$ cat src/rtl/int_ctrl18_pkg.sv
// Shared definitions for the Core18 interrupt controller: register offsets,
// controller state encoding and the priority encoder used to pick a vector.
package int18_pkg;

   localparam logic [2:0] REG_PENDING = 3'd0;
   localparam logic [2:0] REG_MASK    = 3'd1;
   localparam logic [2:0] REG_EDGE    = 3'd2;
   localparam logic [2:0] REG_CURRENT = 3'd3;
   localparam logic [2:0] REG_SWINT   = 3'd4;

   localparam logic [3:0] VECTOR_NONE = 4'd0;
   localparam int         MAX_IRQ     = 15;

   typedef enum logic [1:0] {
      IDLE    = 2'd0,
      PRESENT = 2'd1,
      GAP     = 2'd2
   } state_t;

   // Vector of the highest set line (line i -> vector i+1), 0 when none set.
   function automatic logic [3:0] highest_vector(input logic [14:0] act);
      logic [3:0] v;
      v = VECTOR_NONE;
      for (int i = 0; i < MAX_IRQ; i++) begin
         if (act[i]) v = 4'(i + 1);
      end
      return v;
   endfunction

endpackage

$ cat src/rtl/int_ctrl18_if.sv
// Core18 port bus as seen by a peripheral: strobes, address, write data in,
// read data and select back to the core's DATAIN mux.
interface int_ctrl18_if;

   logic        PORT_RD;
   logic        PORT_WR;
   logic [17:0] ADRS;
   logic [17:0] WDATA;
   logic [17:0] RDATA;
   logic        SEL;

   modport master (output PORT_RD, PORT_WR, ADRS, WDATA, input RDATA, SEL);
   modport slave  (input PORT_RD, PORT_WR, ADRS, WDATA, output RDATA, SEL);

endinterface

$ cat src/rtl/int_ctrl18_sync.sv
// One request line: multi-flop synchroniser plus a single-cycle rising-edge
// pulse taken between the last sync stage and one extra delayed flop.
module irq_sync18 #(
   parameter int SYNC_STAGES = 2
) (
   input  logic CLK,
   input  logic RESET,
   input  logic async_in,
   output logic sync_out,
   output logic rise
);

   logic [SYNC_STAGES-1:0] stage_reg;
   logic                   prev_reg;

   // Shift the asynchronous line through the sync chain; keep last value for edge detect.
   always_ff @(posedge CLK) begin
      if (RESET) begin
         stage_reg <= '0;
         prev_reg  <= 1'b0;
      end else begin
         stage_reg <= {stage_reg[SYNC_STAGES-2:0], async_in};
         prev_reg  <= stage_reg[SYNC_STAGES-1];
      end
   end

   assign sync_out = stage_reg[SYNC_STAGES-1];
   assign rise     = sync_out & ~prev_reg;

endmodule

$ cat src/rtl/int_ctrl18.sv
// Interrupt controller for Core18: per-line edge/level pending latches,
// software mask, and a registered priority vector held until EOI.
module int_ctrl18
   import int18_pkg::*;
#(
   parameter int          NUM_IRQ     = 15,
   parameter logic [17:0] ADRS_BASE   = 18'o000100,
   parameter int          SYNC_STAGES = 2
) (
   input  logic             CLK,
   input  logic             RESET,
   input  logic [14:0]      IRQ,
   int_ctrl18_if.slave      bus,
   output logic [3:0]       VECTOR
);

   logic [14:0] sync_line;
   logic [14:0] rise_line;
   logic [14:0] pending_reg, pending_next;
   logic [14:0] mask_reg;
   logic [14:0] edge_reg;
   logic [14:0] active;
   logic [3:0]  best;
   logic [3:0]  vector_reg, vector_next;
   state_t      state_reg, state_next;
   logic        cur_active;

   logic [17:0] offset_full;
   logic [2:0]  offset;
   logic        sel;
   logic [17:0] rdata;
   logic        wr_pending, wr_mask, wr_edge, wr_current, wr_swint;
   logic        unused_bits;

   // Address decode: the block owns eight consecutive words from ADRS_BASE.
   assign offset_full = bus.ADRS - ADRS_BASE;
   assign sel         = (bus.ADRS >= ADRS_BASE) && (offset_full < 18'd8);
   assign offset      = offset_full[2:0];

   assign wr_pending = bus.PORT_WR && sel && (offset == REG_PENDING);
   assign wr_mask    = bus.PORT_WR && sel && (offset == REG_MASK);
   assign wr_edge    = bus.PORT_WR && sel && (offset == REG_EDGE);
   assign wr_current = bus.PORT_WR && sel && (offset == REG_CURRENT);
   assign wr_swint   = bus.PORT_WR && sel && (offset == REG_SWINT);

   // Reads have no side effects, so the read strobe is not needed for decode.
   assign unused_bits = ^{bus.PORT_RD, bus.WDATA[17:15]};

   generate
      for (genvar gi = 0; gi < MAX_IRQ; gi++) begin : g_line
         if (gi < NUM_IRQ) begin : g_used
            logic set_bit;
            logic clr_bit;

            irq_sync18 #(.SYNC_STAGES(SYNC_STAGES)) u_sync (
               .CLK      (CLK),
               .RESET    (RESET),
               .async_in (IRQ[gi]),
               .sync_out (sync_line[gi]),
               .rise     (rise_line[gi])
            );

            // Set sources win over clear sources arriving in the same cycle.
            assign set_bit = rise_line[gi] | (wr_swint & bus.WDATA[gi]);
            assign clr_bit = (wr_pending & bus.WDATA[gi]) |
                             (wr_current & (vector_reg == 4'(gi + 1)));
            assign pending_next[gi] = !edge_reg[gi] ? sync_line[gi] :
                                      set_bit       ? 1'b1 :
                                      clr_bit       ? 1'b0 : pending_reg[gi];
         end else begin : g_unused
            assign sync_line[gi]    = 1'b0;
            assign rise_line[gi]    = 1'b0;
            assign pending_next[gi] = 1'b0;
         end
      end
   endgenerate

   // Pending latches and the software-programmed mask/edge registers.
   always_ff @(posedge CLK) begin
      if (RESET) begin
         pending_reg <= '0;
         mask_reg    <= '0;
         edge_reg    <= '1;
      end else begin
         pending_reg <= pending_next;
         if (wr_mask) mask_reg <= bus.WDATA[14:0];
         if (wr_edge) edge_reg <= bus.WDATA[14:0];
      end
   end

   assign active = pending_reg & mask_reg;
   assign best   = highest_vector(active);

   // Controller state and registered vector.
   always_ff @(posedge CLK) begin
      if (RESET) begin
         state_reg  <= IDLE;
         vector_reg <= VECTOR_NONE;
      end else begin
         state_reg  <= state_next;
         vector_reg <= vector_next;
      end
   end

   // Next state: present, pre-empt with higher priority, or drop to a one-cycle gap.
   always_comb begin
      state_next  = state_reg;
      vector_next = vector_reg;
      cur_active  = 1'b0;
      for (int i = 0; i < MAX_IRQ; i++) begin
         if ((vector_reg == 4'(i + 1)) && active[i]) cur_active = 1'b1;
      end
      case (state_reg)
         IDLE: begin
            vector_next = VECTOR_NONE;
            if (active != '0) begin
               state_next  = PRESENT;
               vector_next = best;
            end
         end
         PRESENT: begin
            if (!cur_active) begin
               state_next  = GAP;
               vector_next = VECTOR_NONE;
            end else if (best > vector_reg) begin
               vector_next = best;
            end
         end
         GAP: begin
            state_next  = IDLE;
            vector_next = VECTOR_NONE;
         end
         default: begin
            state_next  = IDLE;
            vector_next = VECTOR_NONE;
         end
      endcase
   end

   // Register read mux; zero whenever the address is outside the block.
   always_comb begin
      rdata = '0;
      if (sel) begin
         case (offset)
            REG_PENDING: rdata = {3'b0, pending_reg};
            REG_MASK:    rdata = {3'b0, mask_reg};
            REG_EDGE:    rdata = {3'b0, edge_reg};
            REG_CURRENT: rdata = {14'b0, vector_reg};
            default:     rdata = '0;
         endcase
      end
   end

   assign bus.RDATA = rdata;
   assign bus.SEL   = sel;
   assign VECTOR    = vector_reg;

endmodule
$ cat src/flat_wrapper.sv
// flat-port wrapper written by rule: the top's interface ports become plain ports
module int_ctrl18_flat import int18_pkg::*;
#(
   parameter int          NUM_IRQ     = 15,
   parameter logic [17:0] ADRS_BASE   = 18'o000100,
   parameter int          SYNC_STAGES = 2
)
  (CLK, RESET, IRQ, VECTOR, bus_PORT_RD, bus_PORT_WR, bus_ADRS, bus_WDATA, bus_RDATA, bus_SEL);
  int_ctrl18_if bus_i ();
  input  logic CLK;
  input  logic RESET;
  input  logic [14:0] IRQ;
  output logic [3:0] VECTOR;
  input wire logic [$bits(bus_i.PORT_RD)-1:0] bus_PORT_RD;
  input wire logic [$bits(bus_i.PORT_WR)-1:0] bus_PORT_WR;
  input wire logic [$bits(bus_i.ADRS)-1:0] bus_ADRS;
  input wire logic [$bits(bus_i.WDATA)-1:0] bus_WDATA;
  output wire logic [$bits(bus_i.RDATA)-1:0] bus_RDATA;
  output wire logic [$bits(bus_i.SEL)-1:0] bus_SEL;
  assign bus_i.PORT_RD = bus_PORT_RD;
  assign bus_i.PORT_WR = bus_PORT_WR;
  assign bus_i.ADRS = bus_ADRS;
  assign bus_i.WDATA = bus_WDATA;
  assign bus_RDATA = bus_i.RDATA;
  assign bus_SEL = bus_i.SEL;
  int_ctrl18 #(.NUM_IRQ(NUM_IRQ), .ADRS_BASE(ADRS_BASE), .SYNC_STAGES(SYNC_STAGES)) u_core (.CLK(CLK), .RESET(RESET), .IRQ(IRQ), .bus(bus_i), .VECTOR(VECTOR));
endmodule
$ cat config.mk
export PLATFORM = sky130hd
export DESIGN_NAME = int_ctrl18_flat
export DESIGN_NICKNAME = d
export VERILOG_FILES = /design/src/rtl/int_ctrl18_pkg.sv /design/src/rtl/int_ctrl18_if.sv /design/src/rtl/int_ctrl18_sync.sv /design/src/rtl/int_ctrl18.sv /design/src/flat_wrapper.sv
export SDC_FILE = /design/constraint.sdc
export NUM_CORES = 1
export LEC_CHECK = 0
export CORE_MARGIN = 2
export CORE_UTILIZATION = 48
export CTS_BUF_LIST = sky130_fd_sc_hd__clkbuf_16
export CTS_CLUSTER_SIZE = 20
export DETAILED_ROUTE_END_ITERATION = 10
export GPL_TIMING_DRIVEN = 0
export PLACE_DENSITY = 0.84
export SLEW_MARGIN = 20
export SYNTH_ARGS = -nofsm -noshare
export SYNTH_HDL_FRONTEND = slang
export SYNTH_SLANG_ARGS = --single-unit
$ cat constraint.sdc
create_clock -name CLK -period 2.07 [get_ports CLK]
set_input_delay 0.3105 -clock CLK [delete_from_list [all_inputs] [get_ports CLK]]
set_output_delay 0.3105 -clock CLK [all_outputs]
set_load 0.02 [all_outputs]
==> results.json, run 1 <==
{
  "outcome": "complete, but fails checks",
  "violations": "negative setup slack",
  "combPwrFrac_pct": 8.8,
  "synth_area_mm2": 0.00449,
  "cts.clk_slew.worst_paths_ps": 80,
  "hold_buffers": 0,
  "power_frac_clock_pct": 41.6,
  "drv_slew": 0,
  "largest_reg_flops": 30,
  "critical_path.most_common_cell": "a21oi_1",
  "cp.buffers_inverters": 1,
  "fillerInstances": 675,
  "p_int_w": 0.00291,
  "ir_drop_mv": 0.662,
  "clk_path_buf_depth": 2,
  "routed_wl_um": 14700,
  "grt_pass1_wl_um": 22000,
  "avgSynthCellArea_um2": 8.63,
  "layout_common_cells": "88 x nand2_1, 83 x dfxtp_1, 49 x nor2b_1, 38 x nor2_1, 37 x clkdlybuf4s50_1",
  "crit_type": "reg2reg",
  "hp-class": "reg2reg",
  "max_stage_delay_ps": 350,
  "io_pins": 78,
  "cts_tree": "built",
  "cts_root_buf": "clkbuf_16",
  "cp-start-kind": "flop",
  "ys.flop_type": "dfxtp_1",
  "grt_start_max_net_pins": 19,
  "power_frac_seq_pct": 49.6,
  "crit_required_ps": 2280,
  "route.vias.total": 4548,
  "layout_commonest_cell": "nand2_1",
  "port_buffers": 70,
  "arrival_ps": 2430,
  "worst_slew_pin_slew_ps": 574,
  "rsz0062_at_grt": "yes",
  "end_kind": "flop",
  "die_height_um": 101,
  "clock_sinks": 96,
  "switchingPower_w": 0.000992,
  "grt_pass1_vias": 4277,
  "drive_gt1_share_pct": 22.1,
  "wl_per_cell_um": 19.8,
  "seq_area_frac_synth_pct": 42.8,
  "drt-initial-drc-count": 481,
  "final_area_mm2": 0.00612,
  "setup_viol": 6,
  "p_per_area_mw_per_mm2": 638,
  "hold_viol": 0,
  "cp_cell_sequence": "a22oi_2 > nand2_1 > a211oi_2 > or2_4 > ha_4 > inv_1 > a21oi_1 > o21ai_1 > a21o_1 > o211ai_1 > a21oi_1",
  "power_leakage_nw": 2.55,
  "ys_seq_elements": 96,
  "grt_overflow": 0,
  "cap_violations": 0,
  "fin_ws_ps": -146,
  "crit_fanout": 5,
  "viasPerCell": 6.14,
  "track_usage_pct": 27.8,
  "min_period_ps": 2220,
  "ctsHtreeMaxLevel": 3,
  "async_flop_share_pct": 0,
  "cts_buffers": 9,
  "antenna_found_initial": 0,
  "switching_share_pct": 25.4,
  "insertion_delay_ps": 340,
  "layout.nets": 684,
  "remaining_drc_errors": 0,
  "postRouteAntennaNets": 0,
  "path_delay_family": "compound AO/OA/AOI/OAI gates",
  "dpl-instance-area_mm2": 0.00533,
  "num_antenna_cells": 0,
  "initial_utilization_pct": 49.0,
  "synth_edf_count": 0,
  "dpl.hpwl_um": 9580,
  "core_area_mm2": 0.00915,
  "synth_warnings": 0,
  "die_x_um": 101,
  "synth_cells": 520,
  "dieArea_mm2": 0.0101,
  "fin_crit_sh_pct": 107,
  "relSlewSlack_pct": 61.7,
  "num_rows": 35,
  "synth_cell_types": 53,
  "max_clock_freq_mhz": 451,
  "slowest_stage": "dfxtp_2",
  "finClkSkew_ps": 8.39,
  "first_pass_iters": 6,
  "gp_congestion": 0.965,
  "finalCoreUtilization_pct": 66.9,
  "area_growth_pct": 36.5
}
==> worst paths after layout <==
path / slack [ps] / depth (start not counted) / startpoint / end
hold reg to reg: 440 / 1 / u_core.g_line[7].g_used.u_sync.stage_reg[0] / u_core.g_line[7].g_used.u_sync.stage_reg[1]
setup / recovery: -150 / 11 / u_core.pending_reg[8] / u_core.VECTOR[0]
hold / removal: 440 / 1 / u_core.g_line[7].g_used.u_sync.stage_reg[0] / u_core.g_line[7].g_used.u_sync.stage_reg[1]
setup reg to reg: -150 / 11 / u_core.pending_reg[8] / u_core.VECTOR[0]
==> synthesized netlist by cell type (2+ instances only) <==
cell,count,area [um2]
a211oi_1,2,15.0
a22o_1,2,17.5
nor3_1,6,30.0
buf_2,10,50.1
a31oi_1,2,12.5
mux2i_1,26,260
a32o_1,16,160
nand2_1,92,345
nand3b_1,2,15.0
and2_1,2,12.5
a22oi_1,15,113
buf_4,3,22.5
dfxtp_1,96,1920
nor2b_1,51,319
nand4_1,5,31.3
o21ai_0,18,90.1
nand4b_1,4,35.0
o211ai_1,4,30.0
and4_1,2,17.5
ha_1,4,50.1
clkbuf_1,16,60.1
buf_1,2,7.51
mux4_2,4,90.1
nand2b_1,3,18.8
or3b_1,2,17.5
nor2_1,45,169
inv_1,6,22.5
nand3_1,27,135
nor4_1,3,18.8
a21oi_1,20,100
nor4_2,2,25.0
a32oi_1,7,61.3
==> kinds of logic (layout without fill, tap and decap cells) <==
group | after synthesis | in the layout | share of synthesized area (%)
simple gates | 256 | 256 | 29.1
flops | 96 | 96 | 42.8
compound gates | 94 | 94 | 15.0
buf+inv | 39 | 147 | 3.99
mux | 30 | 30 | 7.81
fa+ha+maj | 4 | 4 | 1.12
other cells | 1 | 3 | 0.0836
==> metal layers <==
metal	share of wire, %	global-route usage [%]
met1	38	33.8
met5	0	0
met4	4.5	10.6
met3	9.3	5.41
met2	49	48.6
==> worst register-to-register path: stages (launching register included) <==
cell and delay (ps):
dfxtp_2 350, a22oi_2 290, nand2_1 120, a211oi_2 270
or2_4 180, ha_4 110, inv_1 30, a21oi_1 130
o21ai_1 110, a21o_1 210, o211ai_1 200, a21oi_1 80
==> area by class of cell <==
| class | instances | area (um2) | share of cell area, % |
|---|---|---|---|
| Clock buffer | 9 | 225 | 3.68 |
| Sequential cell | 96 | 1950 | 31.8 |
| Buffer | 30 | 223 | 3.64 |
| Multi-Input combinational cell | 387 | 2620 | 42.8 |
| Clock inverter | 7 | 60.1 | 0.981 |
| Tap cell | 111 | 139 | 2.27 |
| Inverter | 6 | 22.5 | 0.368 |
| Timing Repair Buffer | 95 | 887 | 14.5 |
==> through the flow <==
step	hold slack, ps	instances	setup WS (ps)	setup TNS [ps]	total power [W]
final	438	741	-146	-664	0.00390
after global routing	462	741	-262	-1210	0.00400
after CTS	440	733	-140	-536	0.00386
after detailed placement	424	703	-841	-27060	0.00228
after global placement	417	703	-792	-24560	0.00227
after floorplan	393	522	1.70	0	0.00212
==> timing repair <==
action                                  4_1_cts  5_1_grt
buffers inserted                             14        9
gates cloned                                  2        0
gates resized for setup                     152       60
pin swaps                                    14       21
endpoints found under the setup margin       52       38
==> power groups by stage <==
stage | clock network [W] | registers [W] | logic [W]
after floorplan | 0 | 0.00196 | 0.000158
after global placement | 0 | 0.00197 | 0.000302
after detailed placement | 0 | 0.00197 | 0.000309
after CTS | 0.00161 | 0.00193 | 0.000325
after global routing | 0.00170 | 0.00194 | 0.000369
final | 0.00162 | 0.00194 | 0.000345
Power figures use the tool's default switching activity.
==> run 2, diff against run 1 <==
--- a/config.mk
+++ b/config.mk
@@ -12,6 +12,7 @@
 export DETAILED_ROUTE_END_ITERATION = 10
 export GPL_TIMING_DRIVEN = 0
 export PLACE_DENSITY = 0.84
+export SKIP_CTS_REPAIR_TIMING = 1
 export SLEW_MARGIN = 20
 export SYNTH_ARGS = -nofsm -noshare
 export SYNTH_HDL_FRONTEND = slang
==> results.json, run 2 (synthesis results as in run 1) <==
{
  "end_kind": "flop",
  "finalCoreUtilization_pct": 67.9,
  "rr_startpoint": "u_core.pending_reg[10]",
  "num_rows": 35,
  "wl_per_cell_um": 19.8,
  "cp-start-kind": "flop",
  "ir_drop_mv": 0.599,
  "holdPathStages": 1,
  "rsz0062_at_grt": "yes",
  "layout_common_cells": "89 x nand2_1, 79 x dfxtp_1, 48 x nor2b_1, 38 x nor2_1, 37 x clkdlybuf4s50_1",
  "hold_start": "u_core.g_line[7].g_used.u_sync.stage_reg[0]",
  "initial_utilization_pct": 49.0,
  "fin_ws_ps": -149,
  "power_frac_clock_pct": 41.2,
  "worst_slew_pin_slew_ps": 562,
  "num_antenna_cells": 0,
  "setup_viol": 4,
  "violations": "negative setup slack",
  "final_area_mm2": 0.00621,
  "grt_pass1_vias": 4089,
  "track_usage_pct": 25.7,
  "layout_commonest_cell": "nand2_1",
  "antenna_found_initial": 0,
  "grt_pass1_wl_um": 20400,
  "dieArea_mm2": 0.0101,
  "cts_buffers": 9,
  "area_growth_pct": 38.5,
  "layout.nets": 680,
  "fin_crit_sh_pct": 107,
  "arrival_ps": 2430,
  "ctsHtreeMaxLevel": 3,
  "max_clock_freq_mhz": 451,
  "die_x_um": 101,
  "dpl.hpwl_um": 9580,
  "core_area_mm2": 0.00915,
  "cts.clk_slew.worst_paths_ps": 70,
  "grt_start_max_net_pins": 19,
  "dpl-instance-area_mm2": 0.00533,
  "combPwrFrac_pct": 9.2,
  "routed_wl_um": 14600,
  "crit_required_ps": 2280,
  "power_leakage_nw": 2.71,
  "switching_share_pct": 25.0,
  "drt-initial-drc-count": 605,
  "rr_endpoint": "u_core.VECTOR[3]",
  "outcome": "complete, but fails checks",
  "first_pass_iters": 6,
  "insertion_delay_ps": 340,
  "port_buffers": 70,
  "hold_viol": 0,
  "cts_root_buf": "clkbuf_16",
  "p_per_area_mw_per_mm2": 628,
  "io_pins": 78,
  "p_int_w": 0.00292,
  "route.vias.total": 4544,
  "crit_fanout": 5,
  "clock_sinks": 96,
  "drv_slew": 0,
  "hp-class": "reg2reg",
  "hold_end": "u_core.g_line[7].g_used.u_sync.stage_reg[1]",
  "cap_violations": 0,
  "switchingPower_w": 0.000977,
  "place_ws_ps": -841,
  "remaining_drc_errors": 0,
  "crit_type": "reg2reg",
  "grt_overflow": 0,
  "min_period_ps": 2220,
  "r2r_slack_ps": -150,
  "power_frac_seq_pct": 49.6,
  "largest_reg_flops": 30,
  "relSlewSlack_pct": 62.5,
  "die_height_um": 101,
  "drive_gt1_share_pct": 23.0,
  "viasPerCell": 6.17,
  "finClkSkew_ps": 6.79,
  "postRouteAntennaNets": 0,
  "gp_congestion": 0.965,
  "cts_tree": "built",
  "reg2reg_depth": 11,
  "clk_path_buf_depth": 2
}
run 2: changes by cell type in the layout (fill, tap and decap cells not counted), sizes merged:
cell          change
dlymetal6s2s     +19
clkinvlp          +1
dlygate4sd2      -17
clkbuf            +3
inv               -1
buf               -9
run 2: how the worst max path moves through the flow:
| stage | start | end | slack, ps | depth (start not counted) |
|---|---|---|---|---|
| 2_1_floorplan | u_core.pending_reg[1] | u_core.VECTOR[3] | 2 | 10 |
| 3_3_place_gp | bus_ADRS[0] | bus_RDATA[4] | -790 | 7 |
| 3_5_place_dp | bus_ADRS[0] | bus_RDATA[4] | -840 | 7 |
| 4_1_cts | bus_ADRS[0] | bus_RDATA[12] | -860 | 7 |
| 5_1_grt | u_core.pending_reg[10] | u_core.VECTOR[1] | -250 | 11 |
| 6_report | u_core.pending_reg[10] | u_core.VECTOR[3] | -150 | 11 |
run 2: cell type report:
type | count | area (um2)
flip-flops and latches | 96 | 1950
well taps | 111 | 139
repair buffers | 90 | 921
fillers | 650 | 2940
multi-input cells | 387 | 2650
inverters | 6 | 26.3
clock inverters | 7 | 60.1
clock buffers | 9 | 225
plain buffers | 31 | 243
run 2: power by group through the flow:
stage / clock, W / sequential, W / combinational [W]
final: 0.00161 / 0.00194 / 0.000358
after global routing: 0.00169 / 0.00194 / 0.000382
after CTS: 0.00161 / 0.00193 / 0.000312
after detailed placement: 0 / 0.00197 / 0.000309
after global placement: 0 / 0.00197 / 0.000302
after floorplan: 0 / 0.00196 / 0.000158
run 2: through the flow:
stage | power, W | TNS [ps] | hold slack [ps] | std cells
6_report | 0.00390 | -545 | 438 | 737
2_1_floorplan | 0.00212 | 0 | 393 | 522
3_5_place_dp | 0.00228 | -27060 | 424 | 703
5_1_grt | 0.00401 | -982 | 462 | 737
3_3_place_gp | 0.00227 | -24560 | 417 | 703
4_1_cts | 0.00385 | -15380 | 440 | 719
run 2: worst max-delay path, cell delays in order, from the launching register on:
cell,delay (ps)
dfxtp_1,380
a22oi_2,280
nand2_1,120
a211oi_2,270
or2_4,180
ha_4,110
inv_1,40
a21oi_2,120
o21ai_2,70
a21o_1,230
o2111ai_2,220
a21oi_2,70
run 2: layer usage:
metal | up-vias | track usage, % | part of all wire (%)
li1 | 2056 | - | -
met1 | 2103 | 32.1 | 38
met2 | 311 | 44.5 | 49
met3 | 74 | 3.88 | 9.3
met4 | 0 | 9.69 | 4.1
met5 | - | 0 | 0
